`src/rtl/quadrant_frame_scheduler.sv`:
```
// Frame-synchronous datagram scheduler: shadow-buffers core writes and commits them to each
// quadrant's active datagram only at that quadrant's frame start, so no frame tears mid-scan.
module quadrant_frame_scheduler #(
  parameter int MSG_W     = 32,
  parameter int NQ        = 4,
  parameter int HOLD_MODE = 0,
  parameter int OVR_W     = 8,
  parameter int FRAME_W   = 16
) (
  input  logic                clk,
  input  logic                rst,
  input  logic                in_valid,
  input  logic [MSG_W-1:0]    in_data,
  output logic                in_ready,
  input  logic [NQ-1:0]       vsync,
  output logic [NQ*MSG_W-1:0] datagram_out,
  output logic [NQ-1:0]       commit_pulse,
  output logic [NQ-1:0]       pending,
  output logic                all_synced,
  output logic [OVR_W-1:0]    overrun_cnt,
  output logic [FRAME_W-1:0]  frame_cnt
);

  typedef enum logic {
    SYNCED = 1'b0,
    WAIT   = 1'b1
  } q_state_e;

  q_state_e          state_q [NQ];
  q_state_e          state_d [NQ];
  logic [NQ-1:0]     vs_sync1, vs_sync2, vs_prev;
  logic [NQ-1:0]     fs, commit, pending_next;
  logic [MSG_W-1:0]  shadow;
  logic              wr;

  assign wr = in_valid & in_ready;
  assign fs = vs_prev & ~vs_sync2;

  // NOTE: synchronizer flops preset to 1 so reset release never looks like a falling edge.
  always_ff @(posedge clk or negedge rst) begin
    if (!rst) begin
      vs_sync1 <= '1;
      vs_sync2 <= '1;
      vs_prev  <= '1;
    end else begin
      vs_sync1 <= vsync;
      vs_sync2 <= vs_sync1;
      vs_prev  <= vs_sync2;
    end
  end

  // Per-quadrant SYNCED/WAIT machine; a write always wins over a frame start.
  always_comb begin
    // NOTE: every combinational output gets a default first, so no path can infer a latch.
    pending      = '0;
    pending_next = '0;
    commit       = '0;
    for (int q = 0; q < NQ; q++) begin
      state_d[q] = state_q[q];
      case (state_q[q])
        SYNCED:  if (wr) state_d[q] = WAIT;
        WAIT:    if (!wr && fs[q]) state_d[q] = SYNCED;
        default: state_d[q] = SYNCED;
      endcase
      pending[q]      = (state_q[q] == WAIT);
      pending_next[q] = (state_d[q] == WAIT);
      commit[q]       = fs[q] & pending[q];
    end
  end

  always_ff @(posedge clk or negedge rst) begin
    if (!rst) begin
      for (int q = 0; q < NQ; q++) state_q[q] <= SYNCED;
    end else begin
      for (int q = 0; q < NQ; q++) state_q[q] <= state_d[q];
    end
  end

  // Reset clears the active datagrams too: the output interfaces then render state 0.
  always_ff @(posedge clk or negedge rst) begin
    if (!rst) begin
      shadow       <= '0;
      datagram_out <= '0;
      commit_pulse <= '0;
      overrun_cnt  <= '0;
      frame_cnt    <= '0;
      in_ready     <= 1'b0;
      all_synced   <= 1'b0;
    end else begin
      // NOTE: non-blocking assignments here mean a commit copies the shadow value from before
      // any write landing on the same edge.
      commit_pulse <= commit;
      for (int q = 0; q < NQ; q++) begin
        if (commit[q]) datagram_out[q*MSG_W +: MSG_W] <= shadow;
      end
      if (wr) begin
        shadow <= in_data;
        if ((|pending) && (overrun_cnt != '1)) overrun_cnt <= overrun_cnt + 1'b1;
      end
      if (fs[0]) frame_cnt <= frame_cnt + 1'b1;
      if (HOLD_MODE != 0) in_ready <= (pending_next == '0);
      else                in_ready <= 1'b1;
      all_synced <= (pending_next == '0);
    end
  end

endmodule

```
`config.mk`:
```
export PLATFORM = sky130hd
export DESIGN_NAME = quadrant_frame_scheduler
export DESIGN_NICKNAME = d
export VERILOG_FILES = /design/src/rtl/quadrant_frame_scheduler.sv
export SDC_FILE = /design/constraint.sdc
export NUM_CORES = 1
export LEC_CHECK = 0
export CAP_MARGIN = 20
export CORE_MARGIN = 2
export CORE_UTILIZATION = 45
export DETAILED_ROUTE_END_ITERATION = 16
export PLACE_DENSITY = 0.79
export SLEW_MARGIN = 20
export SYNTH_ARGS = -nofsm -noshare
export SYNTH_HDL_FRONTEND = slang
export SYNTH_SLANG_ARGS = --single-unit
```
`constraint.sdc`:
```
create_clock -name clk -period 1.95 [get_ports clk]
set_input_delay 0.39 -clock clk [delete_from_list [all_inputs] [get_ports clk]]
set_output_delay 0.39 -clock clk [all_outputs]
set_load 0.02 [all_outputs]
```
* After elaboration in Yosys (flattened, before gate mapping)
Index checks and enable logic that the tools add are counted.
** Storage, ports and cells
- Bits of input ports :: 39
- Flip-flop bits (word level) :: 206
- Word-level logic and storage cells :: 49
** Operators by class
- Multiplexer cells :: 9
- $add $sub $neg :: 2
- Bitwise logic cells :: 11
- Reductions and logical operators :: 9
- Equal/unequal tests :: 1
** Operator list (count)
- $add A16 B1 Y16 const B :: 1
- $add A8 B1 Y8 const B :: 1
- $ne A8 B8 Y1 const B :: 1
- $pmux W1 S2 :: 4
- $and A1 B1 Y1 :: 5
- $logic_and A1 B1 Y1 :: 5
- $mux W1 :: 5
- $and A4 B4 Y4 :: 1
- $logic_not A4 Y1 :: 1
- $not A1 Y1 :: 4
- $not A4 Y4 :: 1
- $reduce_or A4 Y1 :: 1
- $reduce_and A2 Y1 :: 1
- $logic_not A1 Y1 :: 1

* Longest topological paths before layout
Gate-level depths: netlist of run 1.
- Depth in word-level cells :: 6
- Gate-level depth with buffers :: 5

* Least setup slack after synthesis of run 1
No wires, ideal clock.
- Path type :: register to register
- From :: register overrun_cnt[0]
- To :: register overrun_cnt[1]
- Setup time :: 125 ps
- Clock period less this slack :: 1713 ps
- Arrival time :: 1588 ps
- Setup slack :: 237 ps
- Cell stages (with the launch flop) :: 6
- Cell sequence :: dfrtp_1 ha_1 nand4_1 or2_2 nand2_1 mux2_2
** Between the ends
- Word-level cells in the longest chain between the ends :: 3
- Elaborated cells between the ends (all ways) :: 4
** Ends and longest elaborated chain
- start, declared :: line 20 : output logic [OVR_W-1:0] overrun_cnt,
- start signal, assigned :: line 98 : if ((|pending) && (overrun_cnt != '1)) overrun_cnt <= overrun_cnt + 1'b1;
- parallel branches: the longest is 3 deep, another holds $add A8 B1 Y8
Several ways; the timed one is not identified.
A chain may end at the register's enable or synchronous reset.

* Worst setup path after layout of run 1
- From :: register frame_cnt[8]
- To :: output frame_cnt[8]
** RTL lines
- start, declared :: line 21 : output logic [FRAME_W-1:0] frame_cnt
- start signal, assigned :: line 100 : if (fs[0]) frame_cnt <= frame_cnt + 1'b1;
No word-level cell between the ends.

==> impl_results.md, run 1 <==
- Outcome: complete, no violations
- Sw frac: 0.3129
- Antenna viol nets, final: 0
- Buf/Inv on CP: 1
- Synth Instances: 678
- Register area share after synthesis: 0.6674
- Clock Power Share: 0.293
- Ports: 201
- # rows: 47
- Skew final: 0.009163 ns
- Via density: 4.920
- Setup Buffers After CTS: 0
- Pint: 9.685 mW
- Area growth syn-to-layout: 40.11%
- Post-DR wirelength/cell: 16.86 um
- Die span in x: 135.2 um
- HP Start: vsync[0]
- Fraction of registers with async set or reset after synthesis: 1.000
- H-tree levels: 1
- Fin Setup TNS: 0 ns
- RSZ-0062 raised after global routing: no
- Final worst-path cycle share: 0.9771
- Final WS setup: 0.04473 ns
- IO buf count: 200
- DRC violations left: 0
- Routability cong.: 0.7877
- Antenna diode count: 0
- Max VDD drop: 757.6 uV
- Psw: 4.411 mW
- Worst-Skew Late Latency: 0.49 ns
- Logic pwr share: 0.284
- EDFF count, synth: 0
- Max cap viols: 0
- Fillers: 1308
- Syn_nets: 719
- Top FF cell, synth: dfrtp_1
- Synth top area share: 0.6267
- TritonCTS clock tree: done
- Root buffer cell: clkbuf_16
- Area leader, netlist: dfrtp_1
- Top cells by area, synth: dfrtp_1 63%, nand2_1 14%, mux2_2 9.9%
- Die ar.: 18280 um^2
- Worst Tran Pin Value: 0.6130 ns
- Critical path startpoint: frame_cnt[8]
- Layout Nets: 938
- Crit path max-delay family: buffers and inverters
- First drt pass iteration count: 4
- Yosys warns: 0
- Crit Path Class: reg -> out
- Pre-CTS setup slack: 0.1360 ns
- Syn avg cell area: 11.43 um^2
- Initial antenna violation count: 0
- Worst endpoint required time: 1.56 ns
- Fin. max-slew vios: 0
- LEAKAGE: 5.231 nW
- Crit path launch type: register
- Final Setup Violations: 0
- Inserted Clock Buffers: 22
- Arr. time, crit path: 1.52 ns
- Routed Wire Length: 19.09 mm
- Hold Crit Class: in -> reg
- Cell Area, Synth: 7746 um^2
- CTS clk-pin slew, worst paths: 0.06 ns
- Max incr delay on CP: 0.63 ns
- Starting density of the core: 0.4638
- Gr usage total: 0.2100
- Vias in the first global route: 5584
- Chip height: 135.2 um
- CP max stage cell: clkdlybuf4s50_1
- Final HPWL DP: 12.69 mm
- # placed instances: 1092
- Post-synthesis cell type count: 35
- Flops & latches, synth: 206
- Overflow after GRT: 0
- Clk sinks: 206
- R2r startpoint: vs_prev[0]
- CP Capture Type: primary output
- Layout cells sized above 1: 0.1612
- Minimum clock period: 1.905 ns
- Layout Cells excl Fill: 1132
- Slew margin rel.: 0.5909
- Crit Path Max Fanout: 4
- Largest net degree at the start of global routing: 53
- PwrDens: 1299 nW/um^2
- Detailed-route via count: 5570
- Final hold vios: 0
- Core Box Area: 16700 um^2
- Reg power frac: 0.424
- Cell Chain, Critical Path: clkdlybuf4s50_1
- First-pass GRT wire length: 30.31 mm
- CTS Buffer Depth: 3
- 1st-iter DRT viols: 264
- F_max: 524.9 MHz
==> registers in the layout, summed over array words and instances, names as in the netlist <==
register      count
datagram_out    128
shadow           32
frame_cnt        16
overrun_cnt       8
commit_pulse      4
pending           4
vs_prev           4
vs_sync1          4
vs_sync2          4
all_synced        1
in_ready          1
==> per-layer routing <==
layer | share of wire | global-route usage | wire (um) | vias to the layer above
met1 | 0.43 | 0.2850 | 8194 | 2765
met2 | 0.49 | 0.3469 | 9278 | 172
li1 | - | - | - | 2615
met3 | 0.074 | 0.05387 | 1415 | 18
met4 | 0.010 | 0.04167 | 197 | 0
met5 | 0 | 0 | 0 | -
==> synth_stat cells (3+ instances only) <==
library cell,count
nand2_1,298
dfrtp_1,194
mux2_2,68
buf_2,13
dfstp_2,12
xnor2_1,12
clkbuf_1,10
nand3_1,9
nand4_1,9
inv_1,8
and3_1,4
nand3b_1,4
xor2_1,4
buf_6,3
nor2_1,3
nor2b_1,3
o21ai_0,3
==> layout make-up <==
class	instances	area (um^2)	area share
flip-flops and latches	206	5170	0.4764
repair buffers	221	2233	0.2058
inverters	8	30.03	0.002767
clock buffers	31	665.6	0.06133
well taps	220	275.3	0.02536
clock inverters	8	67.56	0.006226
multi-input cells	438	2411	0.2222
==> layout by cell type (no fill, tap or decap), types with 6 or more instances in the layout <==
master and instances:
buf_12 6, buf_4 14, clkbuf_16 23, clkbuf_8 7
clkdlybuf4s50_1 178, clkinv_2 6, dfrtp_1 194, dfstp_2 12
dlygate4sd2_1 16, inv_1 8, mux2_2 68, nand2_1 298
nand3_1 9, nand4_1 9, xnor2_1 12
==> power by group through the flow <==
stage | Sequential (mW) | Clock (mW) | Combinational (mW)
2_1_floorplan | 6.89 | 0 | 0.949
4_1_cts | 5.98 | 4.22 | 4.06
5_1_grt | 6.10 | 4.42 | 4.27
6_report | 5.97 | 4.13 | 4.00
3_3_place_gp | 6.01 | 0 | 4.03
3_5_place_dp | 6.03 | 0 | 4.10
==> path summary, 6_finish.rpt <==
path,cells past startpoint,to,slack [ns]
min,1,vs_sync1[0],0.31
max in group asynchronous,3,datagram_out[24],0.94
min reg2reg,0,vs_sync2[2],0.35
min in group asynchronous,2,frame_cnt[2],0.44
max reg2reg,3,datagram_out[10],0.26
max,1,frame_cnt[8],0.04
==> cell families (layout without fill, tap and decap cells) <==
group | Yosys count | in the layout | synth area share
AO/OA/AOI/OAI | 8 | 8 | 0.006139
XOR/XNOR | 16 | 16 | 0.01809
adder cells (fa/ha/maj) | 2 | 2 | 0.003230
buffers and inverters | 34 | 268 | 0.02148
flip-flops | 206 | 206 | 0.6674
multiplexers | 69 | 69 | 0.1008
other | 1 | 1 | 0.0004841
AND/OR/NAND/NOR | 342 | 342 | 0.1824
==> through the flow <==
step	hold slack (ns)	instance area (um^2)	total power, mW	util
floorplan	0.09441	7746	7.842	-
global placement	0.3465	10120	10.04	0.6058
detailed placement	0.3472	10120	10.14	0.6058
CTS	0.2922	10840	14.25	0.6491
global route	0.2943	10850	14.78	0.6498
finish	0.3071	10850	14.10	0.6498
==> timing repair <==
item                       in CTS  in global routing
hold buffers                    1                  0
gates resized for setup        16                  5
cloned                          0                  0
setup endpoints to repair      16                  5
hold endpoints to repair       34                  0
(Power assumes the default switching activity.)
==> run 2, diff against run 1 <==
--- a/config.mk
+++ b/config.mk
@@ -5,8 +5,6 @@
 export SDC_FILE = /design/constraint.sdc
 export NUM_CORES = 1
 export LEC_CHECK = 0
-export CAP_MARGIN = 20
-export CORE_MARGIN = 2
 export CORE_UTILIZATION = 45
 export DETAILED_ROUTE_END_ITERATION = 16
 export PLACE_DENSITY = 0.79
==> constraint.sdc (replaced) <==
create_clock -name clk -period 1.95 [get_ports clk]
set_input_delay 0.39 -clock clk [delete_from_list [all_inputs] [get_ports clk]]
set_output_delay 0.39 -clock clk [all_outputs]
set_load 0.005 [all_outputs]
==> run 2 against run 1 <==
Clock power up 3%. Total power is 5.3% lower. Clock-buffer cell count is 2 lower. Design area barely moved. First-iteration DRC count fell by 22%. Non-clock buffer count is 2 lower. Fmax increased by 0.85%. Global-route usage grew 0.88 points. Setup slack better by 0.016 ns. Wire length fell by 0.52%. Core utilization about the same. Combinational power down 22%. Critical endpoint is now pending[1]. Largest power group unchanged. Highest routed layer unchanged.
==> impl_results.md, run 2 (synthesis gave the netlist of run 1 again) <==
- Sw frac: 0.2608
- F_max: 529.3 MHz
- Outcome: complete, no violations
- Reg with most FFs: datagram_out
- Arr. time, crit path: 1.50 ns
- Starting density of the core: 0.4638
- PwrDens: 1230 nW/um^2
- Cell Chain, Critical Path: clkdlybuf4s50_1
- Routability cong.: 0.7818
- Clk sinks: 206
- H-tree levels: 1
- Hold path cells: 1
- Fin Setup TNS: 0 ns
- Power Total: 13.35 mW
- Antenna diode count: 0
- Inserted Clock Buffers: 22
- Root buffer cell: clkbuf_16
- Layout Nets: 936
- RSZ-0062 raised after global routing: no
- Leading cell type in the layout, fill and taps excluded: nand2_1
- FF-to-FF path depth: 3
- Final HPWL DP: 12.36 mm
- Fillers: 1279
- 1st-iter DRT viols: 205
- First-pass GRT wire length: 30.41 mm
- Worst-Skew Late Latency: 0.49 ns
- Logic pwr share: 0.233
- Crit path max-delay family: buffers and inverters
- Core Box Area: 16700 um^2
- Largest net degree at the start of global routing: 52
- Die ar.: 17740 um^2
- LEAKAGE: 5.110 nW
- DRC violations left: 0
- Final hold vios: 0
- Chip height: 133.2 um
- Worst Tran Pin Value: 0.5579 ns
- TritonCTS clock tree: done
- Max incr delay on CP: 0.57 ns
- Detailed-route via count: 5636
- CTS clk-pin slew, worst paths: 0.06 ns
- Max FFs per register: 128
- Max VDD drop: 715.1 uV
- Crit Path Class: reg -> out
- Routed Wire Length: 18.99 mm
- CP max stage cell: clkdlybuf4s50_1
- Max cap viols: 0
- Fin. max-slew vios: 0
- CTS Buffer Depth: 3
- Ports: 201
- Post-DR wirelength/cell: 16.79 um
- Layout cells sized above 1: 0.1614
- Crit Path Max Fanout: 4
- Final Setup Violations: 0
- Psw: 3.483 mW
- Die span in x: 133.2 um
- # rows: 47
- Overflow after GRT: 0
- Worst path depth: 1
- Antenna viol nets, final: 0
- Crit path launch type: register
- Pint: 9.869 mW
- Buf/Inv on CP: 1
- Worst hold slack: 0.3220 ns
- First drt pass iteration count: 6
- IO buf count: 200
- Slew margin rel.: 0.6281
- Hold Crit Class: in -> reg
- Initial antenna violation count: 0
- Final WS setup: 0.06086 ns
- CP Capture Type: primary output
- Pre-CTS setup slack: 0.1248 ns
- Top Registers: datagram_out (128), shadow (32), frame_cnt (16)
- Skew final: 0.006746 ns
- Area growth syn-to-layout: 40.17%
- Clock Power Share: 0.320
- Worst endpoint required time: 1.56 ns
- Gr usage total: 0.2188
- Minimum clock period: 1.889 ns
- Commonest non-fill, non-tap cells in the layout: 298 x nand2_1, 199 x clkdlybuf4s50_1, 191 x dfrtp_1, 68 x mux2_2, 23 x clkbuf_16
- Via density: 4.983
- Reg power frac: 0.447
- Final core utilization: 0.6501
- Final worst-path cycle share: 0.9688
- Vias in the first global route: 5582
## run 2: cell count changes in the layout (fill, tap and decap cells not counted), moves of 2 or more
cell,before,now
clkdlybuf4s50_1,178,199
bufinv_16,1,3
clkbuf_1,2,4
dfrtp_2,0,3
dlygate4sd2_1,16,0
dlymetal6s2s_1,5,0
dfrtp_1,194,191
clkbuf_8,7,3
## run 2: final cells by class
cell class,count,area [um^2],share of cell area
flip-flops and latches,206,5174,0.4765
multi-input cells,438,2411,0.2221
repair buffers,219,2213,0.2038
clock buffers,29,618.1,0.05693
well taps,220,275.3,0.02535
clock inverters,11,136.4,0.01256
inverters,8,30.03,0.002766
## run 2: layer usage
layer / GRT usage / up-vias / part of all wire
li1: - / 2609 / -
met3: 0.05594 / 25 / 0.075
met5: 0 / - / 0
met4: 0.05177 / 0 / 0.013
met1: 0.2880 / 2806 / 0.42
met2: 0.3647 / 196 / 0.49
## run 2: stage by stage
stage               cells  area (um^2)
floorplan             678         7746
global placement     1090        10090
detailed placement   1090        10090
CTS                  1131        10860
global route         1131        10860
finish               1131        10860
## run 2: path summary, 6_finish.rpt
path,slack [ns],from,to
max,0.06,pending[1],pending[1]
min,0.32,vsync[3],vs_sync1[3]
min in group asynchronous,0.41,rst,frame_cnt[3]
max in group asynchronous,0.87,rst,vs_sync1[0]
min reg2reg,0.35,vs_sync1[2],vs_sync2[2]
max reg2reg,0.26,vs_prev[0],datagram_out[20]
## run 2: repair_timing
| action | in CTS | in global routing |
|---|---|---|
| hold endpoints to repair | 35 | 0 |
| endpoints found under the setup margin | 1 | 2 |
| resized for setup | 1 | 2 |
| setup buffers | 0 | 0 |
| hold buffers | 1 | 0 |
## run 2: power by group through the flow
stage / Sequential (mW) / Combinational [mW] / Clock, mW
after floorplan: 5.94 / 0.953 / 0
after detailed placement: 6.01 / 3.14 / 0
after CTS: 5.96 / 3.17 / 4.37
after global placement: 5.99 / 3.05 / 0
final: 5.96 / 3.11 / 4.27
after global routing: 6.09 / 3.39 / 4.57
